==> src/rtl/uart_receiver.sv <==
// UART receiver: idle-high line, one start bit, DATA_BITS data bits MSB first, one stop bit.
// Oversampled by CLKS_PER_BIT; with one clock per bit it loops back directly against uart_transmitter.
module uart_receiver #(
  parameter int DATA_BITS    = 8,
  parameter int CLKS_PER_BIT = 1
) (
  input  logic                 CLK,
  input  logic                 RESET,
  input  logic                 rx,
  output logic [DATA_BITS-1:0] data,
  output logic                 valid,
  output logic                 framing_error,
  output logic                 busy
);

  localparam int CW = (CLKS_PER_BIT > 1) ? $clog2(CLKS_PER_BIT) : 1;
  localparam int IW = (DATA_BITS > 1) ? $clog2(DATA_BITS) : 1;
  localparam logic [CW-1:0] CNT_BIT  = CW'(CLKS_PER_BIT - 1);
  localparam logic [CW-1:0] CNT_HALF = CW'((CLKS_PER_BIT - 1) / 2);
  localparam logic [CW-1:0] CNT_ZERO = {CW{1'b0}};
  localparam logic [IW-1:0] IDX_TOP  = IW'(DATA_BITS - 1);
  localparam logic [IW-1:0] IDX_ZERO = {IW{1'b0}};

  typedef enum logic [2:0] {
    ST_IDLE  = 3'd0,
    ST_START = 3'd1,
    ST_DATA  = 3'd2,
    ST_STOP  = 3'd3,
    ST_BREAK = 3'd4
  } state_t;

  state_t                 state_q, state_d;
  logic [CW-1:0]          cnt_q, cnt_d;
  logic [IW-1:0]          idx_q, idx_d;
  logic [DATA_BITS-1:0]   shift_q, shift_d;
  logic [DATA_BITS-1:0]   data_q, data_d;
  logic                   valid_q, valid_d;
  logic                   ferr_q, ferr_d;
  logic                   busy_q;

  // State and output registers.
  always_ff @(posedge CLK or posedge RESET) begin
    if (RESET) begin
      state_q <= ST_IDLE;
      cnt_q   <= CNT_ZERO;
      idx_q   <= IDX_ZERO;
      shift_q <= {DATA_BITS{1'b0}};
      data_q  <= {DATA_BITS{1'b0}};
      valid_q <= 1'b0;
      ferr_q  <= 1'b0;
      busy_q  <= 1'b0;
    end else begin
      state_q <= state_d;
      cnt_q   <= cnt_d;
      idx_q   <= idx_d;
      shift_q <= shift_d;
      data_q  <= data_d;
      valid_q <= valid_d;
      ferr_q  <= ferr_d;
      busy_q  <= (state_d != ST_IDLE);
    end
  end

  // Next-state and strobe decode.
  always_comb begin
    state_d = state_q;
    cnt_d   = cnt_q;
    idx_d   = idx_q;
    shift_d = shift_q;
    data_d  = data_q;
    valid_d = 1'b0;
    ferr_d  = 1'b0;
    case (state_q)
      ST_IDLE: begin
        if (!rx) begin
          idx_d = IDX_TOP;
          // At one clock per bit the start-bit cycle itself is the start sample.
          if (CLKS_PER_BIT == 1) begin
            state_d = ST_DATA;
            cnt_d   = CNT_BIT;
          end else begin
            state_d = ST_START;
            cnt_d   = CNT_HALF;
          end
        end else begin
          state_d = ST_IDLE;
        end
      end
      ST_START: begin
        if (cnt_q != CNT_ZERO) begin
          cnt_d = cnt_q - CW'(1);
        end else if (!rx) begin
          state_d = ST_DATA;
          cnt_d   = CNT_BIT;
        end else begin
          state_d = ST_IDLE;
        end
      end
      ST_DATA: begin
        if (cnt_q != CNT_ZERO) begin
          cnt_d = cnt_q - CW'(1);
        end else begin
          shift_d = DATA_BITS'({shift_q, rx});
          cnt_d   = CNT_BIT;
          if (idx_q == IDX_ZERO) begin
            state_d = ST_STOP;
          end else begin
            idx_d = idx_q - IW'(1);
          end
        end
      end
      ST_STOP: begin
        if (cnt_q != CNT_ZERO) begin
          cnt_d = cnt_q - CW'(1);
        end else if (rx) begin
          data_d  = shift_q;
          valid_d = 1'b1;
          state_d = ST_IDLE;
        end else begin
          ferr_d  = 1'b1;
          state_d = ST_BREAK;
        end
      end
      ST_BREAK: begin
        if (rx) begin
          state_d = ST_IDLE;
        end else begin
          state_d = ST_BREAK;
        end
      end
      default: begin
        state_d = ST_IDLE;
      end
    endcase
  end

  assign data          = data_q;
  assign valid         = valid_q;
  assign framing_error = ferr_q;
  assign busy          = busy_q;

endmodule
==> config.mk <==
export PLATFORM = sky130hd
export DESIGN_NAME = uart_receiver
export DESIGN_NICKNAME = d
export VERILOG_FILES = /design/src/rtl/uart_receiver.sv
export SDC_FILE = /design/constraint.sdc
export NUM_CORES = 1
export LEC_CHECK = 0
export ABC_AREA = 1
export BUFFER_PORTS_ARGS = -buffer_cell sky130_fd_sc_hd__buf_4
export CAP_MARGIN = 0
export CORE_MARGIN = 2
export CORE_UTILIZATION = 49
export DETAILED_ROUTE_END_ITERATION = 16
export GPL_ROUTABILITY_DRIVEN = 0
export PLACE_DENSITY = 0.76
export SYNTH_ARGS = -nofsm -noshare
export SYNTH_HDL_FRONTEND = slang
export SYNTH_SLANG_ARGS = --single-unit
==> constraint.sdc <==
create_clock -name CLK -period 1.26 [get_ports CLK]
set_clock_uncertainty 0.15 [all_clocks]
set_input_delay 0.315 -clock CLK [delete_from_list [all_inputs] [get_ports CLK]]
set_output_delay 0.315 -clock CLK [all_outputs]
set_load 0.02 [all_outputs]
==> results by group, run 1 <==
Outcome
  • Status: finished, violations left
  • Failing checks: setup timing

CTS
  • CTS max path bufs: 2
  • Clock root buffer: clkbuf_4
  • Inserted Clock Buffers: 3
  • Clock Latency Late Sink: 310 ps
  • Clock net sink count: 25
  • H-tree lvl count: 1
  • Clk slew on worst S/H paths: 140 ps
  • CTS tree: yes

Synth
  • Main synth FF type: dfrtp_1
  • Post-synth EDFFs: 0
  • Mean Syn Cell Area: 10.2 sq um
  • Commonest cells post-synth: nand2_1, dfrtp_1, inv_1, o21ai_2, nand3_1
  • Post-Synthesis Cell Area: 1090 sq um
  • Most frequent cell after synthesis: nand2_1
  • Sequential-to-total area share from yosys stat: 0.571
  • FF+latch count, synth: 25
  • Yosys top cell area share: 0.571
  • Unique masters post-synth: 17
  • Mapped Cells: 107
  • Biggest area consumer among synthesized cells: dfrtp_1
  • Yosys warning count: 0
  • Syn_nets: 112
  • Area contributors post-synth: dfrtp_1, o21ai_2, nand2_1, inv_1, nand3_1
  • Ys async rst share: 1.00

Place
  • Placed insts: 151
  • Dpl ws: -46.2 ps
  • Port-buffer cells: 13
  • Placed wire-length estimate: 1.28 mm

Detailed routing
  • DR WL/cell: 15.9 microns
  • Post-DR vias/cell: 5.45
  • Total Wirelength: 2.80 mm
  • Via Count: 960
  • DRC viols: 0
  • 1st-iter DRT viols: 29
  • First-pass iteration count of the detailed router: 4
  • ANT nets after route: 0

Setup path
  • Crit path launch: data[3]
  • CP Capture Type: primary output
  • Slowest-stage cell, CP: dfrtp_1
  • Top delay family on crit path: flip-flops
  • Worst path cell trace: buf_6
  • Critical path arrival: 890 ps
  • WP buf/inv: 1
  • Worst reg2reg path startpoint: state_q[0]
  • Critical path data required time: 790 ps
  • R2r setup slk: -60 ps
  • Worst-path maximum fanout: 2
  • Crit path largest cell delay: 440 ps
  • Startpoint types: flop
  • Critical path class: reg2out

Power
  • Max IR drop VDD: 1300 uV
  • Pwr dens: 2630 nW/um^2
  • P_leak: 0.000800 uW

Timing
  • PnR worst setup slack: -98.2 ps
  • RSZ-0062 raised after global routing: yes
  • Max Fclk: 736 MHz
  • Fin crit share: 1.08
  • Slew margin rel.: 0.793
  • Worst slew pin tran: 311 ps
  • Setup-failing EPs final: 23
  • Period minus WS final: 1360 ps
  • Final Max Slew Viols: 0
  • Final Hold Viols: 0
  • Final hold slack: 175 ps

Global route
  • Grt ovf: 0
  • Vias in the first global route: 902
  • Initial antenna violation count: 0
  • Global-route wire length before repair: 3.93 mm
  • Total Routing Usage GR: 0.201
  • Largest net degree at the start of global routing: 26

Layout
  • Final net count: 154
  • Ant. Diodes: 0
  • Reg area: 628 sq um
  • Area Growth Syn to Fin: 47.1%
  • Multi-input gate area: 519 sq um
  • Final Instance Count excl. Fillers: 176
  • Layout cell share with drive strength beyond 1: 0.541
  • Fill cells: 130

Worst hold path
  • Hold Crit Class: in2reg
  • Hold Path Origin: rx

Floorplanning
  • Std cell rows: 17
  • DIE WIDTH: 51.3 microns
  • # IOs: 14
  • Core Box Area: 2170 sq um
  • Die ar.: 2630 sq um
  • Die height: 51.3 microns
  • Initial Utilization: 0.505

Run
  • Maxcap violations: 0
-- logic make-up (layout without fill, tap and decap cells) --
group                    count (synthesis)  in the layout  share of synthesized area
adder cells (fa/ha/maj)                  2              2                     0.0229
flip-flops                              25             25                      0.571
XOR/XNOR                                 1              1                    0.00800
AO/OA/AOI/OAI                           15             15                      0.117
AND/OR/NAND/NOR                         46             49                      0.206
buffers and inverters                   18             56                     0.0754
-- final timing paths --
kind	cells after the start	endpoint
min in group asynchronous	4	busy
worst min-delay path	3	valid
max in group asynchronous	4	state_q[0]
worst max-delay path	1	data[3]
worst max register to register	5	idx_q[1]
worst min register to register	2	shift_q[2]
-- routing by layer --
metal / GRT usage / routed length [microns] / vias to the layer above / part of all wire
met5: 0 / 0 / - / 0
li1: - / - / 429 / -
met1: 0.235 / 1120 / 483 / 0.40
met3: 0.0292 / 148 / 10 / 0.053
met4: 0.0789 / 92 / 0 / 0.033
met2: 0.368 / 1440 / 38 / 0.51
-- area by class of cell --
| type | instances | area share |
|---|---|---|
| Clock buffer | 4 | 0.0163 |
| Tap cell | 28 | 0.0218 |
| Sequential cell | 25 | 0.390 |
| Inverter | 16 | 0.0404 |
| Timing Repair Buffer | 36 | 0.209 |
| Multi-Input combinational cell | 67 | 0.322 |
-- timing repair --
action / in CTS / in global routing
hold buffers: 1 / 0
endpoints found under the setup margin: 28 / 32
resized for setup: 23 / 24
buffers inserted: 8 / 10
hold endpoints to repair: 25 / 0
pin swaps: 5 / 10
gates cloned: 2 / 1
-- state kept, by name, summed over array words and instances (netlist names) --
| register | cells |
|---|---|
| data | 8 |
| shift_q | 8 |
| idx_q | 3 |
| state_q | 3 |
| busy | 1 |
| framing_error | 1 |
| valid | 1 |
-- report_power, final --
| group | leakage (uW) | total [uW] | switching [uW] | internal [uW] |
|---|---|---|---|---|
| Combinational | 0.000470 | 2500 | 1360 | 1140 |
| Clock | 0.0000150 | 363 | 239 | 124 |
| Sequential | 0.000314 | 1370 | 242 | 1130 |
| Total | 0.000800 | 4230 | 1840 | 2390 |
-- cells in the final DEF, fill, tap and decap left out, drive strengths merged --
cell         Yosys  layout
nor3             1       1
clkinv           0       1
o21ai           15      15
dfrtp           25      25
inv             16      15
clkbuf           0       4
nand4            3       4
nand2           32      34
ha               2       2
xnor2            1       1
nor2             3       3
nand3            7       7
buf              2      35
dlygate4sd3      0       1
-- through the flow --
| stage | util | setup TNS (ps) | total power, uW | cell area (sq um) |
|---|---|---|---|---|
| after floorplan | - | 0 | 2430 | 1090 |
| after CTS | 0.670 | -735 | 3630 | 1450 |
| after global routing | 0.742 | -1770 | 4470 | 1610 |
| after global placement | 0.573 | 0 | 2770 | 1240 |
| final | 0.742 | -1180 | 4230 | 1610 |
| after detailed placement | 0.573 | -128 | 2850 | 1240 |
(Power assumes the default switching activity.)
==> run 2, diff against run 1 <==
Settings changed: CORE_UTILIZATION 49 to 45, PLACE_DENSITY 0.76 to 0.69.
Clock period 1.26 ns to 1.5 ns, I/O delays scaled along.
==> run 2 against run 1 <==
Against the previous run: the run now ends clean; clock power is 20% lower; register-to-register slack better by 180 ps; final area is 22% lower; via count decreased by 24%; final cell count down 14%; global-route usage decreased by 5.1 points; setup slack better by 190 ps; critical path depth did not move; sequential share of layout area is 11 points higher; combinational power shrank 52%; sequential cell count stayed put; critical path type unchanged; largest power group unchanged.
==> results by group, run 2 (synthesis gave the netlist of run 1 again) <==
Outcome
  • Status: complete, no violations

Detailed routing
  • ANT nets after route: 0
  • First-pass iteration count of the detailed router: 4
  • 1st-iter DRT viols: 23
  • DR WL/cell: 11.4 microns
  • Total Wirelength: 1.73 mm
  • Post-DR vias/cell: 4.82
  • DRC viols: 0
  • Via Count: 732

Layout
  • Area Growth Syn to Fin: 14.2%
  • Most frequent cells in the layout: nand2_1, dfrtp_1, inv_1, o21ai_2, buf_4
  • Layout cell share with drive strength beyond 1: 0.306
  • Reg area: 626 sq um
  • Fill cells: 215
  • Ant. Diodes: 0
  • Most common cell after layout, fill and taps aside: nand2_1
  • Multi-input gate area: 387 sq um
  • Design Area, Final: 1250 sq um
  • Final net count: 130

Setup path
  • Slowest-stage cell, CP: dfrtp_1
  • R2R Path End: idx_q[0]
  • CP endpoint: data[7]
  • WP buf/inv: 1
  • Crit path largest cell delay: 410 ps
  • Worst R2R Path Depth: 4
  • Worst reg2reg path startpoint: state_q[0]
  • Worst path depth: 1
  • Top delay family on crit path: flip-flops
  • Crit path launch: data[7]
  • Worst-path maximum fanout: 2
  • Critical path class: reg2out
  • Worst path cell trace: buf_4
  • CP Capture Type: primary output
  • R2r setup slk: 120 ps
  • Critical path data required time: 970 ps
  • Critical path arrival: 880 ps
  • Startpoint types: flop

Timing
  • Final Max Slew Viols: 0
  • RSZ-0062 raised after global routing: no
  • Period minus WS final: 1410 ps
  • Setup-failing EPs final: 0
  • Max Fclk: 710 MHz
  • Setup TNS: 0 ps
  • Slew margin rel.: 0.733
  • Fin crit share: 0.938
  • Worst slew pin tran: 398 ps
  • Final Hold Viols: 0

CTS
  • Clock Latency Late Sink: 310 ps
  • H-tree lvl count: 1
  • Inserted Clock Buffers: 3
  • Clock net sink count: 25
  • Hold Buf Count CTS: 1
  • CTS max path bufs: 2
  • Clock root buffer: clkbuf_4
  • Post_cts resized: 0
  • Setup bufs post-CTS: 0
  • CTS tree: yes
  • Clk slew on worst S/H paths: 140 ps

Place
  • Placed wire-length estimate: 1.27 mm
  • Port-buffer cells: 13
  • Post-DP Area: 1210 sq um

Power
  • Pwr dens: 2090 nW/um^2
  • Max IR drop VDD: 1090 uV
  • P_leak: 0.000662 uW

Global route
  • Largest net degree at the start of global routing: 26
  • Total Routing Usage GR: 0.150
  • Global-route wire length before repair: 3.06 mm
  • Grt ovf: 0
  • Initial antenna violation count: 0
  • Vias in the first global route: 715

Worst hold path
  • Hold Crit Class: in2reg
  • Hold Path Origin: rx

Floorplanning
  • Core Box Area: 2250 sq um
  • Std cell rows: 17
  • # IOs: 14
  • Initial Utilization: 0.486
  • DIE WIDTH: 53.3 microns
  • Die height: 53.3 microns
  • Die ar.: 2840 sq um

Run
  • Maxcap violations: 0
[run 2: cell types whose count changed in the layout (fill, tap and decap cells not counted), sizes merged]
cell	before	now
buf	35	14
clkbuf	4	3
inv	15	16
nand2	34	32
nand4	4	3
[run 2: where the power goes]
group / internal (uW) / total (uW) / switching (uW)
logic: 460 / 1210 / 750
registers: 944 / 1110 / 171
clock network: 99.4 / 290 / 191
total: 1500 / 2620 / 1110
[run 2: area by class of cell]
| class | count | area share |
|---|---|---|
| inverter | 16 | 0.0480 |
| clock buffer | 3 | 0.0180 |
| clock inverter | 1 | 0.00400 |
| sequential | 25 | 0.501 |
| tap | 28 | 0.0280 |
| timing repair buffer | 15 | 0.0921 |
| multi-input combinational | 64 | 0.309 |
[run 2: layer usage]
metal  global-route usage  part of all wire
met5                    0                 0
met4               0.0556                 0
met3               0.0254             0.042
met2                0.241              0.48
met1                0.200              0.48
[run 2: stage by stage]
| step | hold WS (ps) | util | std cells | total power (uW) | setup WS (ps) |
|---|---|---|---|---|---|
| after floorplan | 252 | - | 107 | 2040 | 313 |
| after global placement | 296 | 0.538 | 147 | 2300 | 228 |
| after detailed placement | 307 | 0.538 | 147 | 2350 | 166 |
| after CTS | 257 | 0.554 | 152 | 2640 | 73.3 |
| after global routing | 261 | 0.554 | 152 | 2840 | 52.8 |
| final | 269 | 0.554 | 152 | 2620 | 92.5 |
[run 2: how the worst min path moves through the flow]
stage	end	slack (ps)	depth (start not counted)
floorplan	busy	250	1
CTS	shift_q[0]	260	3
detailed placement	idx_q[2]	310	3
global placement	data[0]	300	3
finish	shift_q[0]	270	3
global route	shift_q[0]	260	3
